## config.mk

```make
export PLATFORM = sky130hd
export DESIGN_NAME = cpu_mem_requester
export DESIGN_NICKNAME = d
export VERILOG_FILES = /design/src/rtl/mem_req_pkg.sv /design/src/rtl/req_fifo.sv /design/src/rtl/cpu_mem_requester.sv
export SDC_FILE = /design/constraint.sdc
export NUM_CORES = 1
export LEC_CHECK = 0
export CAP_MARGIN = 15
export CORE_MARGIN = 5
export CORE_UTILIZATION = 30
export DETAILED_ROUTE_END_ITERATION = 10
export GPL_ROUTABILITY_DRIVEN = 0
export HOLD_SLACK_MARGIN = 0.03
export PLACE_DENSITY = 0.48
export SYNTH_ARGS = -nofsm -noshare
export SYNTH_HDL_FRONTEND = slang
export SYNTH_SLANG_ARGS = --single-unit
```

## constraint.sdc

```tcl
create_clock -name CLK -period 6.8 [get_ports CLK]
set_input_delay 1.36 -clock CLK [delete_from_list [all_inputs] [get_ports CLK]]
set_output_delay 1.36 -clock CLK [all_outputs]
set_load 0.005 [all_outputs]
```

## src/rtl/mem_req_pkg.sv

```systemverilog
// mem_req_pkg: shared types and default sizing for the CPU-side memory requester.
package mem_req_pkg;
    localparam int ADDR_W_DEF  = 10;
    localparam int DATA_W_DEF  = 32;
    localparam int DEPTH_DEF   = 4;
    localparam int TIMEOUT_DEF = 64;

    typedef enum logic [1:0] {IDLE, ISSUE, GAP} state_t;

    typedef struct packed {
        logic                  write;
        logic [ADDR_W_DEF-1:0] addr;
        logic [DATA_W_DEF-1:0] data;
    } req_t;
endpackage

```

## src/rtl/req_fifo.sv

```systemverilog
// req_fifo: synchronous request FIFO; pointers and count reset asynchronously, storage does not.
module req_fifo #(
    parameter int W     = 43,
    parameter int DEPTH = 4
) (
    input  logic                         clk,
    input  logic                         rst,
    input  logic                         push,
    input  logic                         pop,
    input  logic [W-1:0]                 din,
    output logic [W-1:0]                 head,
    output logic                         full,
    output logic                         empty,
    output logic [$clog2(DEPTH+1)-1:0]   count
);
    localparam int PW = $clog2(DEPTH);
    localparam int CW = $clog2(DEPTH+1);

    logic [W-1:0]  mem [DEPTH];
    logic [PW-1:0] wr_ptr, rd_ptr;
    logic          wr_en, rd_en;

    assign full  = count == CW'(DEPTH);
    assign empty = count == '0;
    assign wr_en = push && !full;
    assign rd_en = pop && !empty;
    assign head  = mem[rd_ptr];

    always_ff @(posedge clk or posedge rst) begin
        if (rst) begin
            wr_ptr <= '0;
            rd_ptr <= '0;
            count  <= '0;
        end else begin
            wr_ptr <= wr_ptr + PW'(wr_en);
            rd_ptr <= rd_ptr + PW'(rd_en);
            count  <= count + CW'(wr_en) - CW'(rd_en);
        end
    end

    always_ff @(posedge clk)
        if (wr_en) mem[wr_ptr] <= din;
endmodule

```

## src/rtl/cpu_mem_requester.sv

```systemverilog
// cpu_mem_requester: queues CPU loads/stores and issues them one at a time to the memory system.
module cpu_mem_requester
    import mem_req_pkg::*;
#(
    parameter int ADDR_W  = ADDR_W_DEF,
    parameter int DATA_W  = DATA_W_DEF,
    parameter int DEPTH   = DEPTH_DEF,
    parameter int TIMEOUT = TIMEOUT_DEF
) (
    input  logic                         CLK,
    input  logic                         RST,
    input  logic                         ReqValid,
    output logic                         ReqReady,
    input  logic                         ReqWrite,
    input  logic [ADDR_W-1:0]            ReqAddr,
    input  logic [DATA_W-1:0]            ReqData,
    output logic                         RspValid,
    output logic                         RspWrite,
    output logic [DATA_W-1:0]            RspData,
    output logic                         RspTimeout,
    output logic                         MemReadCpu,
    output logic                         MemWriteCpu,
    output logic [ADDR_W-1:0]            Address,
    output logic [DATA_W-1:0]            DataIn,
    input  logic                         Stall,
    input  logic [DATA_W-1:0]            DataOut,
    output logic                         Busy,
    output logic [$clog2(DEPTH+1)-1:0]   PendingCount
);
    localparam int CW = $clog2(TIMEOUT);
    localparam int W  = 1 + ADDR_W + DATA_W;

    state_t        state, state_n;
    logic [CW-1:0] stall_cnt;
    logic [W-1:0]  head;
    logic          full, empty, pop, done, abort, iss_write;

    // The head stays queued until completion, so PendingCount includes the in-flight request.
    req_fifo #(.W(W), .DEPTH(DEPTH)) u_fifo (
        .clk   (CLK),
        .rst   (RST),
        .push  (ReqValid),
        .pop   (pop),
        .din   ({ReqWrite, ReqAddr, ReqData}),
        .head  (head),
        .full  (full),
        .empty (empty),
        .count (PendingCount)
    );

    assign ReqReady    = !full;
    assign pop         = done || abort;
    assign MemReadCpu  = state == ISSUE && !iss_write;
    assign MemWriteCpu = state == ISSUE && iss_write;
    assign Busy        = state != IDLE || !empty;

    always_comb begin
        state_n = state;
        done    = 1'b0;
        abort   = 1'b0;
        case (state)
            IDLE:  state_n = empty ? IDLE : ISSUE;
            ISSUE: begin
                done    = !Stall;
                abort   = Stall && stall_cnt == CW'(TIMEOUT-1);
                state_n = (done || abort) ? GAP : ISSUE;
            end
            default: state_n = IDLE;
        endcase
    end

    always_ff @(posedge CLK or posedge RST) begin
        if (RST) begin
            state      <= IDLE;
            iss_write  <= 1'b0;
            Address    <= '0;
            DataIn     <= '0;
            stall_cnt  <= '0;
            RspValid   <= 1'b0;
            RspWrite   <= 1'b0;
            RspData    <= '0;
            RspTimeout <= 1'b0;
        end else begin
            state    <= state_n;
            RspValid <= pop;
            if (state == IDLE && !empty) {iss_write, Address, DataIn} <= head;
            if (state != ISSUE) stall_cnt <= '0;
            else if (Stall && stall_cnt != '1) stall_cnt <= stall_cnt + 1'b1;
            if (pop) begin
                RspWrite   <= iss_write;
                RspData    <= (done && !iss_write) ? DataOut : '0;
                RspTimeout <= abort;
            end
        end
    end
endmodule

```

# Word level (Yosys, flattened, before mapping)
# Memory sizes are Yosys's and may differ from the RTL's. A register that Yosys moved wholly into a read port is not among the register bits.
# Cells that the tools add are included.
word_totals:
  n_memories: 1
  mem_bits_ro: 0
  out_inout_bits: 84
  reg_bits: 50
  latch_bits: 0
  ram_bits: 172
memory_table:
  columns: ["name", "depth", "word_bits", "read_ports", "rd_ports_with_merged_regs", "write_ports", "line", "source"]
  rows:
  - ["u_fifo.mem", 4, 43, 1, 1, 1, "req_fifo.sv:19", "logic [W-1:0] mem [DEPTH];"]
classes:
  reduce_logical: 19
  muxes: 10
  eq_ne: 5
  order_cmp: 0
  n_bitwise: 0
  shift: 0
  n_mul: 0
  div: 0
  add_sub_neg: 5
op_table:
  columns: ["op", "n"]
  rows:
  - ["$mux 32", 1]
  - ["$mux 6", 2]
  - ["$logic_and 1x1->1", 8]
  - ["$add 6x1->6 const B", 1]
  - ["$eq 6x6->1 const B", 1]
  - ["$ne 6x6->1 const B", 1]
  - ["$mux 1", 5]
  - ["$add 2x1->2", 2]
  - ["$logic_not 1->1", 4]
  - ["$pmux 2 s2", 1]
  - ["$reduce_bool 2->1", 2]
  - ["$add 3x1->3", 1]
  - ["$eq 3x3->1 const B", 1]
  - ["$logic_not 3->1", 1]
  - ["$logic_or 1x1->1", 3]
  - ["$sub 3x1->3", 1]
  - ["$eq 2x1->1 const B", 1]
  - ["$logic_not 2->1", 1]
  - ["$mux 2", 1]
  - ["$ne 2x1->1 const B", 1]

# Depth between registers and ports, before layout
# Gate-level depths: netlist of run 1.
depth:
  word_depth: 6
  depth_mapped: 11
  depth_no_buf: 10

# Hierarchy
# From an unflattened synthesis of run 1, not the netlist that was laid out.
hier_totals:
  cells_unflattened: 507
  area_unflattened_um2: 10226.1
modules_own_cells:
  columns: ["module", "cells_per_inst", "area_per_inst_um2", "instances"]
  rows:
  - ["req_fifo", 257, 6658.9, 1]
  - ["cpu_mem_requester", 250, 3567.2, 1]

# Worst setup path before layout of run 1
# Ideal clock, no wire load.
synth_path:
  path_kind: "input to register"
  startpoint: "in ReqValid"
  endpoint: "mem u_fifo.mem[1][0], enable pin"
  required_ns: 6.294
  setup_time_ns: 0.506
  setup_slack_ns: 1.655
  t_arrival_ns: 4.639
  stages: 2
  cell_sequence: "nand2_1 -> nor3b_1"
synth_between:
  elab_chain_cells: 3
synth_lines:
  columns: ["item", "line", "source"]
  rows:
  - ["start, declared", "cpu_mem_requester.sv:12", "input logic ReqValid,"]
  - ["$logic_and 1x1->1", "req_fifo.sv:25", "assign wr_en = push && !full;"]
  - ["$mux 1", "req_fifo.sv:42", "if (wr_en) mem[wr_ptr] <= din;"]
  - ["$mux 1 (not written as such)", "req_fifo.sv:42", null]
  - ["end, declared", "req_fifo.sv:19", null]
# No other way between the ends.

# Worst setup path after layout of run 1
layout_path:
  startpoint: "reg state[1]"
  endpoint: "out MemWriteCpu"
layout_between:
  elab_chain_cells: 2
layout_lines:
  columns: ["item", "line", "source"]
  rows:
  - ["start, declared", "cpu_mem_requester.sv:33", "state_t state, state_n;"]
  - ["start signal, assigned", "cpu_mem_requester.sv:84", "state <= state_n;"]
  - ["$eq 2x1->1", "cpu_mem_requester.sv:54", "assign MemWriteCpu = state == ISSUE && iss_write;"]
  - ["$logic_and 1x1->1", "cpu_mem_requester.sv:54", null]
  - ["end, declared", "cpu_mem_requester.sv:22", "output logic MemWriteCpu,"]
# No other way between the ends.

==> out/results.ini, run 1 <==
[sta]
tns_ps=0
fin_crit_ps=3500
slew_violations=0
period_share=0.515
grt_setup_unrepaired=no
finalHoldViolCount=0
fmax_mhz=285
slew_headroom=0.357
tightest_slew_ps=964
skew_ps=7.72
setup_viol=0

[critical_path]
end_kind=output pin
cp.arrival_ps=2140
rr_endpoint=u_fifo.count[2]$_DFF_PP0_
critPathLaunchType=register
worstSetupPathType=register to output pin
rrSetupSlack_ps=4110
r2r_cells=10
crit_fanout=7
crit_required_ps=5440
r2r_start=stall_cnt[0]$_DFFE_PP0P_

[power]
swShare=0.284
cellPowerDensity_mw_per_mm2=451
combPwrFrac=0.314
power_frac_seq=0.428
p_int_mw=4.25
p_sw_mw=1.69
peakVddDrop_v=0.000260
power_frac_clock=0.258
p_leak_nw=4.77

[synthesis]
yosysWarnings=0
synth_area_mm2=0.0101
synth-compound-area-share=0.0492
synth_top_family_by_area=multiplexers
synth_fa_ha_area_frac=0.00818
synth_edf_count=172
syn_inst=539
syn_avg_cell_area_um2=18.7
synthFlopType=edfxtp_1
postSynth.asyncResetShare=0.351
yosysUniqueCellTypes=36
yosys-mux-area-fraction=0.148
yosysTopAreaCell=edfxtp_1
yosysSeqAreaShare=0.742
synth_most_common_cell=edfxtp_1
synth-simple-area-share=0.0177
synth_xor_xnor_area_share=0.00347
yosys-top-cells-area=edfxtp_1, dfrtp_1, mux4_2, mux2_2, a22oi_1
syn_nets=624
synth_seq_cells=265
synth_top_cell_area_share=0.511
synth.top_cells.by_count=edfxtp_1, dfrtp_1, mux2_2

[routing]
post_drt_wl_per_cell_um=18.5
vias=5371
drt_iter0_drc=259
firstDrtPassIters=5
drc_errors=0
vias_per_cell=4.53
wl_mm=21.9
ant_nets=0

[floorplanning]
placeableCoreArea_mm2=0.0334
rows=67
die-width_um=193
die_h_um=193
die_area_mm2=0.0374
start_util=0.303
io_pins=163

[clock_tree]
post_cts_buffers=0
hold_buffers=0
cts_tree=yes
clk_latency_ps=550
clk_pin_slew_worst_paths_ps=60
clockBufferDepth=3
cts_root_buf=clkbuf_16
ctsHtreeMaxLevel=1
ctsResizeCount=0
cts.sinks=265
cts_inserted_buffers=29

[job]
maxCapViolCount=0

[finish]
fillerInstances=3121
antenna_cells=0
fin_util=0.395
syn2layout_area_growth_pct=30.5
drive_above_1_share=0.205
nets=799

[grt]
grt-ovfl-total=0
antenna_found_initial=2
grtUsageTotal=0.115
grt_pass1_vias=5836
grt_max_degree=59
grt_pass1_wl_mm=34.6

[worst_hold_path]
hold_path_depth=1
hold_start=RspTimeout$_DFFE_PP0N_
hold_class=register to register
min_to=RspTimeout$_DFFE_PP0N_

[placed_design]
portBuffers=162
dp_hpwl_mm=13.2

[run_status]
status=finished, final reports clean

## cell usage in the layout (no fill, tap or decap), types with 3 or more instances in the layout
master,synthesis,final
mux4_1,3,3
inv_1,39,38
clkdlybuf4s50_1,0,162
nor2_1,4,4
edfxtp_1,172,172
mux2_2,43,43
clkinvlp_4,0,3
nand2_1,9,9
mux2i_1,3,3
mux4_2,40,40
o21ai_1,7,7
o21ai_0,26,26
ha_1,5,5
clkbuf_1,9,5
o211ai_1,3,3
clkbuf_16,0,30
clkbuf_8,0,6
buf_4,5,9
nand2b_1,4,3
dfrtp_1,93,91
nor3_1,4,3
clkinv_2,0,6
a22oi_1,32,32
## kinds of logic after synthesis
logic type | count (synthesis)
flops | 265
mux | 89
compound gates | 77
buf+inv | 67
simple gates | 31
fa+ha+maj | 6
xor+xnor | 4
## stage by stage
| stage | hold WS (ps) | instance area, um^2 | instances | total power, mW | setup slack, ps |
|---|---|---|---|---|---|
| 6_report | 488 | 13200 | 1185 | 5.94 | 3300 |
| 5_1_grt | 525 | 13200 | 1185 | 6.31 | 3080 |
| 4_1_cts | 492 | 13200 | 1184 | 6.08 | 3260 |
| 3_5_place_dp | 479 | 12200 | 1130 | 4.51 | 2900 |
| 3_3_place_gp | 480 | 12200 | 1130 | 4.47 | 2960 |
| 2_1_floorplan | 465 | 10100 | 539 | 3.61 | 1650 |
## how the worst max path moves through the flow
stage	start	to	slack, ps	depth (start not counted)
floorplan	ReqValid	u_fifo.mem[1][0]$_DFFE_PP_	1650	2
global placement	Stall	u_fifo.count[2]$_DFF_PP0_	2960	9
detailed placement	Stall	u_fifo.count[2]$_DFF_PP0_	2900	9
CTS	state[1]$_DFF_PP0_	MemWriteCpu	3260	4
global route	state[1]$_DFF_PP0_	MemWriteCpu	3080	4
finish	state[1]$_DFF_PP0_	MemWriteCpu	3300	4
## per-layer routing
layer	vias up	routed length, um	track usage
li1	2433	-	-
met1	2736	9850	0.155
met5	-	21	0
met4	4	461	0.0244
met2	162	10200	0.186
met3	36	1360	0.0332
## sequential cells by signal (all words and copies together) (netlist names)
name,count
RspValid,1
u_fifo.rd_ptr,2
u_fifo.wr_ptr,2
RspWrite,1
RspData,32
iss_write,1
state,2
Address,10
u_fifo.mem,172
stall_cnt,6
RspTimeout,1
u_fifo.count,3
DataIn,32
## critical path, cell delays in order, from the launching register on
cell and delay (ps):
dfrtp_1 420, nor2b_1 430, nand2_1 150, inv_1 70
clkdlybuf4s50_1 530
## cell type report
| class | instances | area [um^2] | share of cell area |
|---|---|---|---|
| inverters | 39 | 149 | 0.0113 |
| clock inverters | 13 | 110 | 0.00835 |
| well taps | 448 | 561 | 0.0425 |
| clock buffers | 41 | 852 | 0.0647 |
| repair buffers | 172 | 1700 | 0.129 |
| flip-flops and latches | 265 | 7500 | 0.569 |
| multi-input cells | 207 | 2310 | 0.175 |
## power groups by stage
stage	sequential (mW)	combinational (mW)	clock, mW
after detailed placement	2.59	1.92	0
after global placement	2.56	1.91	0
after floorplan	2.48	1.13	0
after CTS	2.56	1.93	1.59
after global routing	2.61	2.05	1.65
final	2.54	1.86	1.53
Power figures use the tool's default switching activity.
==> run 2: changes to the inputs <==
--- a/config.mk
+++ b/config.mk
@@ -11,7 +11,7 @@
 export DETAILED_ROUTE_END_ITERATION = 10
 export GPL_ROUTABILITY_DRIVEN = 0
 export HOLD_SLACK_MARGIN = 0.03
-export PLACE_DENSITY = 0.48
+export PLACE_DENSITY = 0.5
 export SYNTH_ARGS = -nofsm -noshare
 export SYNTH_HDL_FRONTEND = slang
 export SYNTH_SLANG_ARGS = --single-unit
==> constraint.sdc (replaced) <==
create_clock -name CLK -period 3.2 [get_ports CLK]
set_input_delay 0.64 -clock CLK [delete_from_list [all_inputs] [get_ports CLK]]
set_output_delay 0.64 -clock CLK [all_outputs]
set_load 0.005 [all_outputs]
==> run 2 against run 1 <==
Wire length fell by 0.42%. Setup slack got worse by 2900 ps. Utilization increased by 0.69 points. Via count increased by 0.45%. Cell count is 0.42% higher.
==> out/results.ini, run 2 (synthesis gave the netlist of run 1 again) <==
[finish]
largest-register=u_fifo.mem  ; unchanged
largest_register_ffs=172  ; unchanged
fin_area_mm2=0.0134  ; was 0.0132 mm^2
instances_no_fill=1190  ; was 1185
final_cell_mix=edfxtp_1, clkdlybuf4s50_1, dfrtp_1  ; unchanged
fin_util=0.402  ; was 0.395
nets=803  ; was 799
antenna_cells=0  ; unchanged
layout_commonest_cell=edfxtp_1  ; unchanged
syn2layout_area_growth_pct=32.8  ; was 30.5%
largestRegisters=u_fifo.mem: 172 flops, DataIn: 32 flops, RspData: 32 flops  ; unchanged
drive_above_1_share=0.216  ; was 0.205

[routing]
drc_errors=0  ; unchanged
vias_per_cell=4.53  ; about the same
post_drt_wl_per_cell_um=18.3  ; was 18.5 um
ant_nets=0  ; unchanged
wl_mm=21.8  ; was 21.9 mm
firstDrtPassIters=4  ; was 5
vias=5395  ; was 5371
drt_iter0_drc=231  ; was 259

[critical_path]
crit_required_ps=2560  ; was 5440 ps
cp.arrival_ps=2140  ; about the same
rr_endpoint=u_fifo.count[2]$_DFF_PP0_  ; unchanged
cpMaxStageDelayCell=clkdlybuf4s50_1  ; unchanged
critPathMaxStageDelay_ps=510  ; was 530 ps
rrSetupSlack_ps=720  ; was 4110 ps
worstSetupPathType=register to output pin  ; unchanged
r2r_cells=10  ; unchanged
critPathLaunchType=register  ; unchanged
end_kind=output pin  ; unchanged
crit_fanout=7  ; unchanged
r2r_start=stall_cnt[0]$_DFFE_PP0P_  ; unchanged
crit_chain=nor2b_1 > nand2_1 > inv_1 > clkdlybuf4s50_1  ; unchanged

[grt]
grt.met3_usage=0.0285  ; was 0.0332
grt_pass1_vias=5994  ; was 5836
grt-ovfl-total=0  ; unchanged
globalRouteMet1Util=0.151  ; was 0.155
grt_pass1_wl_mm=34.8  ; was 34.6 mm
antenna_found_initial=0  ; was 2
gr-usage-met2=0.193  ; was 0.186
grtUsageTotal=0.115  ; about the same
grt_max_degree=57  ; was 59
busiest_layer=met2  ; unchanged

[sta]
whs_ps=484  ; was 488 ps
fmax_mhz=360
grt_setup_unrepaired=no  ; unchanged
period_share=0.868
tns_ps=0  ; unchanged
slew_violations=0  ; unchanged
skew_ps=28.0  ; was 7.72 ps
fin_ws_ps=423  ; was 3300 ps
finalHoldViolCount=0  ; unchanged
fin_crit_ps=2780
tightest_slew_ps=953  ; was 964 ps
setup_viol=0  ; unchanged
slew_headroom=0.365  ; was 0.357

[run_status]
status=finished, final reports clean  ; unchanged

[clock_tree]
cts_tree=yes  ; unchanged
cts_inserted_buffers=30  ; was 29
ctsResizeCount=0  ; unchanged
clk_latency_ps=560  ; was 550 ps
clockBufferDepth=3  ; unchanged
cts_root_buf=clkbuf_16  ; unchanged
clk_pin_slew_worst_paths_ps=60  ; about the same
hold_buffers=0  ; unchanged
ctsHtreeMaxLevel=1  ; unchanged
cts.sinks=265  ; unchanged
post_cts_buffers=0  ; unchanged

[floorplanning]
start_util=0.303  ; unchanged
die_area_mm2=0.0374  ; unchanged
placeableCoreArea_mm2=0.0334  ; unchanged
rows=67  ; unchanged
die_h_um=193  ; unchanged
io_pins=163  ; unchanged
die-width_um=193  ; unchanged

[placed_design]
dp_hpwl_mm=13.5  ; was 13.2 mm
portBuffers=162  ; unchanged
placed_area_mm2=0.0123  ; was 0.0122 mm^2
dp_cells=1133  ; was 1130
pre_cts_ws_ps=541  ; was 2900 ps

[worst_hold_path]
hold_start=RspTimeout$_DFFE_PP0N_  ; unchanged
min_to=RspTimeout$_DFFE_PP0N_  ; unchanged
hold_path_depth=1  ; unchanged
hold_class=register to register  ; unchanged

[power]
peakVddDrop_v=0.000422  ; was 0.000260 V
power.total_mw=13.1  ; was 5.94 mW
cellPowerDensity_mw_per_mm2=980  ; was 451 mW/mm^2
p_leak_nw=4.87  ; was 4.77 nW

[job]
maxCapViolCount=0  ; unchanged

run 2: cell types whose count changed in the layout (fill, tap and decap cells not counted), sizes merged:
| cell | delta |
|---|---|
| buf | +3 |
| clkbuf | -9 |
| clkinv | +6 |
| clkinvlp | -1 |
| bufinv | +6 |
run 2: power by group:
group	total [mW]	internal (mW)	leakage [nW]	switching (mW)
Clock	3.71	2.31	0.539	1.41
Sequential	5.47	4.74	2.68	0.728
Combinational	3.95	2.40	1.65	1.55
Total	13.1	9.45	4.87	3.69
run 2: worst max path at each step:
stage / to / cells past startpoint / slack, ps / from
after floorplan: u_fifo.mem[1][0]$_DFFE_PP_ / 2 / -1230 / ReqValid
after global placement: u_fifo.count[2]$_DFF_PP0_ / 9 / 560 / Stall
after detailed placement: u_fifo.count[2]$_DFF_PP0_ / 9 / 540 / Stall
after CTS: MemWriteCpu / 4 / 400 / state[1]$_DFF_PP0_
after global routing: MemWriteCpu / 4 / 300 / state[1]$_DFF_PP0_
final: MemWriteCpu / 4 / 420 / state[1]$_DFF_PP0_
run 2: cell type report:
type | count | area [um^2]
Sequential cell | 265 | 7500
Fill cell | 3095 | 20000
Clock inverter | 24 | 350
Clock buffer | 32 | 758
Tap cell | 448 | 561
Timing Repair Buffer | 175 | 1790
Inverter | 39 | 149
Multi-Input combinational cell | 207 | 2310
run 2: routing by layer:
metal / routed length, um / share of wire
met2: 10500 / 0.48
met4: 525 / 0.024
met5: 0 / 0
met3: 1160 / 0.053
met1: 9620 / 0.44
run 2: worst max-delay path: cells and delay by family (launching register included):
family                 cells  cell delay, ps
buffers and inverters      2             590
DFF                        1             430
and+or+nand+nor            2             580
